$ cat src/rtl/shift_issue_stage.sv
// shift_issue_stage: decodes LSHI/LSH/LUI into shifter operands behind a 2-entry skid buffer.
// Optional perf counters (perf_issued, perf_stall) are enabled by defining SHIFT_ISSUE_PERF_EN.
module shift_issue_stage #(
  parameter int WIDTH      = 16,
  parameter int REG_ADDR_W = 4
) (
  input  logic                  clk,
  input  logic                  reset,
  input  logic                  flush,
  input  logic                  in_valid,
  output logic                  in_ready,
  input  logic [15:0]           in_instr,
  input  logic [WIDTH-1:0]      in_rsrc_val,
  input  logic [WIDTH-1:0]      in_rdst_val,
  output logic                  out_valid,
  input  logic                  out_ready,
  output logic [3:0]            out_opcode,
  output logic [3:0]            out_shamt,
  output logic [WIDTH-1:0]      out_srca,
  output logic [WIDTH-1:0]      out_srcb,
  output logic [REG_ADDR_W-1:0] out_rdest,
`ifdef SHIFT_ISSUE_PERF_EN
  output logic [15:0]           perf_issued,
  output logic [15:0]           perf_stall,
`endif
  output logic                  out_illegal
);

  typedef struct packed {
    logic [3:0]            opcode;
    logic [3:0]            shamt;
    logic [WIDTH-1:0]      srca;
    logic [WIDTH-1:0]      srcb;
    logic [REG_ADDR_W-1:0] rdest;
    logic                  illegal;
  } op_t;

  op_t  dec;
  op_t  main_q, main_d;
  op_t  skid_q, skid_d;
  logic main_vld_q, main_vld_d;
  logic skid_vld_q, skid_vld_d;
  logic accept;
  logic is_lshi, is_lsh, is_lui;

  assign is_lshi = (in_instr[15:12] == 4'h8) && (in_instr[7:5] == 3'b000);
  assign is_lsh  = (in_instr[15:12] == 4'h8) && (in_instr[7:4] == 4'h4);
  assign is_lui  = (in_instr[15:12] == 4'hF);

  // Decode the incoming instruction into shifter operands.
  always_comb begin
    dec         = '0;
    dec.srca    = in_rdst_val;
    dec.srcb    = in_rsrc_val;
    dec.rdest   = REG_ADDR_W'(in_instr[11:8]);
    unique case (1'b1)
      is_lshi: begin
        dec.opcode = {3'b000, in_instr[4]};
        dec.shamt  = in_instr[3:0];
      end
      is_lsh: begin
        dec.opcode = 4'h4;
      end
      is_lui: begin
        dec.opcode = 4'hF;
        dec.srcb   = {{(WIDTH-8){1'b0}}, in_instr[7:0]};
      end
      default: begin
        dec.opcode  = 4'h2;
        dec.illegal = 1'b1;
      end
    endcase
  end

  assign in_ready = ~skid_vld_q;
  assign accept   = in_valid & in_ready & ~flush;

  // Main/skid next state: skid drains first, so order is kept.
  always_comb begin
    main_d     = main_q;
    skid_d     = skid_q;
    main_vld_d = main_vld_q;
    skid_vld_d = skid_vld_q;
    if (flush) begin
      main_vld_d = 1'b0;
      skid_vld_d = 1'b0;
    end else if (!main_vld_q || out_ready) begin
      if (skid_vld_q) begin
        main_d     = skid_q;
        main_vld_d = 1'b1;
        skid_vld_d = 1'b0;
      end else begin
        if (accept) main_d = dec;
        main_vld_d = accept;
      end
    end else if (accept) begin
      skid_d     = dec;
      skid_vld_d = 1'b1;
    end
  end

  // Pipeline registers; async reset clears valids and output data.
  always_ff @(posedge clk or posedge reset) begin
    if (reset) begin
      main_q     <= '0;
      skid_q     <= '0;
      main_vld_q <= 1'b0;
      skid_vld_q <= 1'b0;
    end else begin
      main_q     <= main_d;
      skid_q     <= skid_d;
      main_vld_q <= main_vld_d;
      skid_vld_q <= skid_vld_d;
    end
  end

  assign out_valid   = main_vld_q;
  assign out_opcode  = main_q.opcode;
  assign out_shamt   = main_q.shamt;
  assign out_srca    = main_q.srca;
  assign out_srcb    = main_q.srcb;
  assign out_rdest   = main_q.rdest;
  assign out_illegal = main_q.illegal;

`ifdef SHIFT_ISSUE_PERF_EN
  logic [15:0] issued_q, stall_q;

  // Issue and stall counters; they survive flush and wrap naturally.
  always_ff @(posedge clk or posedge reset) begin
    if (reset) begin
      issued_q <= '0;
      stall_q  <= '0;
    end else begin
      if (main_vld_q && out_ready)  issued_q <= issued_q + 16'd1;
      if (main_vld_q && !out_ready) stall_q  <= stall_q + 16'd1;
    end
  end

  assign perf_issued = issued_q;
  assign perf_stall  = stall_q;
`endif

endmodule

$ cat config.mk
export PLATFORM = sky130hd
export DESIGN_NAME = shift_issue_stage
export DESIGN_NICKNAME = d
export VERILOG_FILES = /design/src/rtl/shift_issue_stage.sv
export SDC_FILE = /design/constraint.sdc
export NUM_CORES = 1
export LEC_CHECK = 0
export ABC_AREA = 1
export BUFFER_PORTS_ARGS = -buffer_cell sky130_fd_sc_hd__buf_2
export CAP_MARGIN = 10
export CELL_PAD_IN_SITES_DETAIL_PLACEMENT = 2
export CELL_PAD_IN_SITES_GLOBAL_PLACEMENT = 2
export CORE_AREA = 2 2 115 139
export DETAILED_ROUTE_END_ITERATION = 10
export DIE_AREA = 0 0 117 141
export HOLD_SLACK_MARGIN = 0.05
export PLACE_DENSITY = 0.84
export SETUP_SLACK_MARGIN = 0.3
export SYNTH_ARGS = -nofsm -noshare
export SYNTH_HDL_FRONTEND = slang
export SYNTH_SLANG_ARGS = --single-unit
export TNS_END_PERCENT = 100
$ cat constraint.sdc
create_clock -name clk -period 2.4 [get_ports clk]
set_input_delay 0.12 -clock clk [delete_from_list [all_inputs] [get_ports clk]]
set_output_delay 0.12 -clock clk [all_outputs]
set_load 0.1 [all_outputs]
==> impl_metrics.tcl <==
set metrics [dict create \
    p_comb_frac 0.306 \
    synth_compound_area_frac 0.145 \
    start_util 0.273 \
    synthCells 517 \
    yosys-mux-area-fraction 0 \
    busiest_layer "met2" \
    rows 50 \
    track_usage 0.165 \
    p_leak_nw 2.77 \
    cts_buffer_depth 2 \
    cpLargestDelayFamily "buffers and inverters" \
    dr.pass1.iters 4 \
    wl_per_cell_um 15.5 \
    critPathKind "flip-flop to primary output" \
    syn_avg_cell_area_um2 8.09 \
    p_clk_frac 0.291 \
    swShare 0.400 \
    syn_nets 570 \
    ys_types 24 \
    cp_slowest_cell "buf_4" \
    slew_violations 0 \
    p_int_w 0.00300 \
    grt_max_degree 93 \
    setup_viol 0 \
    power_density_nw_per_um2 964 \
    ctsRootBufferMaster "clkbuf_16" \
    routed_wl_um 12700 \
    endpoint_kind "primary output" \
    relSlewSlack 0.587 \
    nets 660 \
    place.gp.congestion 0.735 \
    critPathArrivalTime_ps 1840 \
    synth-simple-area-share 0.220 \
    cts_buffers 9 \
    post_cts_buffers 0 \
    fin_util 0.338 \
    synth_seq_area_share 0.551 \
    startpoint_type "flip-flop" \
    crit_buf_inv 3 \
    setup_ws_ps 439 \
    setup_tns_ps 0 \
    met2_usage 0.310 \
    die_w_um 117 \
    mostFrequentLayoutCell "nand2_1" \
    final_cell_mix "nand2_1 (181), buf_2 (98), dfrtp_1 (92), o21ai_0 (85), inv_1 (45)" \
    hold_path.class "input pin to flip-flop" \
    peakVddDrop_mv 0.355 \
    stdcell_count 820 \
    path_cells "inv_2 -> buf_4 -> clkbuf_4" \
    use_met1 0.183 \
    antenna_found_initial 0 \
    max_stage_delay_ps 490 \
    use_met3 0.0241 \
    dp_hpwl_um 8910 \
    preCtsSetupSlack_ps 567 \
    core_um2 15300 \
    required_ps 2280 \
    drcViolationCount 0 \
    htree_levels 3 \
    syn_to_final_growth_pct 23.8 \
    port_buffers 99 \
    clkTransAtPathRegs_ps 60 \
    vias 3773 \
    r2r_setup_slack_ps 600 \
    drt_iter0_drc 203 \
    yosys_register_bits 92 \
    max_freq_ghz 0.510 \
    drive_above_1_share 0.219 \
    clock_skew_ps 4.11 \
    power.switching_w 0.00199 \
    syn_area_um2 4180 \
    io_pins 100 \
    cp_max_fo 58 \
    max_cap_viol_count 0 \
    period_share 0.817 \
    ys.warnings.count 0 \
    grt_pass1_vias 4223 \
    grt_pass1_wl_um 21100 \
    status "complete, no violations" \
    worst_pin_slew_ps 617 \
    overflow 0 \
    nFillCells 1774 \
    synth_fa_ha_area_frac 0 \
    antennaDiodeCount 0 \
    cts_tree "yes" \
    dieArea_um2 16500 \
    clk_latency_ps 340 \
    dieHeight_um 141 \
    antenna_left 0 \
    final-hold-violation-count 0 \
    fin_crit_ps 1960 \
    synth_xor_area_frac 0 \
    dp.cells 801 \
    rsz0062_at_grt "false" \
    cts.sinks 92 \
    p_seq_frac 0.403 \
    avgViaCountPerCell 4.60 \
    synth_top_family_by_area "simple AND/OR/NAND/NOR gates" \
]
[cells in the mapped netlist, drive strengths merged]
library cell,number,area share
dfrtp,92,0.55
nor2,36,0.039
nand4,1,0.0015
o21a,4,0.0072
buf,16,0.029
a31oi,1,0.0015
clkbuf,13,0.012
inv,49,0.044
a2bb2oi,1,0.0021
nand3,5,0.0072
a21oi,10,0.012
o21ai,102,0.12
or2,5,0.0075
nand2,182,0.17
[per-layer routing]
| metal | routed length [um] | vias up |
|---|---|---|
| met4 | 316 | 0 |
| met5 | 0 | - |
| met3 | 354 | 21 |
| li1 | - | 1794 |
| met2 | 6800 | 72 |
| met1 | 5270 | 1886 |
[flip-flops by register name (all words and copies together) (netlist names)]
signal,flops
out_srca,16
out_opcode,4
out_illegal,1
out_srcb,16
skid_vld_q,1
out_valid,1
skid_q,45
out_rdest,4
out_shamt,4
[kinds of logic after synthesis]
family | after synthesis
buffers and inverters | 78
AOI/OAI and AO/OA | 118
DFF | 92
and+or+nand+nor | 229
[power groups by stage]
stage	registers, W	logic [W]	clock network [W]
floorplan	0.00285	0.000378	0
global placement	0.00202	0.00148	0
detailed placement	0.00204	0.00154	0
CTS	0.00201	0.00155	0.00150
global route	0.00205	0.00164	0.00156
finish	0.00201	0.00153	0.00145
[metrics by stage]
step / hold WS (ps) / total power (W) / cell area, um^2
after floorplan: 255 / 0.00323 / 4190
after global placement: 303 / 0.00350 / 4840
after detailed placement: 311 / 0.00358 / 4840
after CTS: 50.1 / 0.00506 / 5180
after global routing: 68.0 / 0.00526 / 5180
final: 61.3 / 0.00499 / 5180
[what timing repair did]
item,CTS,global route
endpoints found under the setup margin,0,1
hold buffers,3,0
endpoints found under the hold margin,94,0
resized for setup,0,1
[tightest hold or removal path, delay by kind of cell]
kind | cells | cell delay [ps]
and+or+nand+nor | 1 | 60
AOI/OAI and AO/OA | 1 | 70
buffers and inverters | 1 | 110
[final cells by class]
type | instances | area (um^2) | area share
Timing Repair Buffer | 108 | 598 | 0.115
Clock buffer | 12 | 256 | 0.0495
Tap cell | 208 | 260 | 0.0503
Clock inverter | 4 | 47.5 | 0.00918
Sequential cell | 92 | 2300 | 0.445
Inverter | 49 | 188 | 0.0362
Multi-Input combinational cell | 347 | 1530 | 0.295
[worst paths after layout]
path / start / to / cells past startpoint
max reg2reg: skid_vld_q$_DFFE_PP0P_ / out_srcb[4]$_DFFE_PP0P_ / 6
max in group asynchronous: reset / out_rdest[1]$_DFFE_PP0P_ / 4
min in group asynchronous: reset / skid_q[24]$_DFFE_PP0P_ / 4
max: skid_vld_q$_DFFE_PP0P_ / in_ready / 3
min reg2reg: out_opcode[0]$_DFFE_PP0P_ / out_opcode[0]$_DFFE_PP0P_ / 2
min: in_rsrc_val[14] / skid_q[19]$_DFFE_PP0P_ / 3
(Power assumes the default switching activity.)
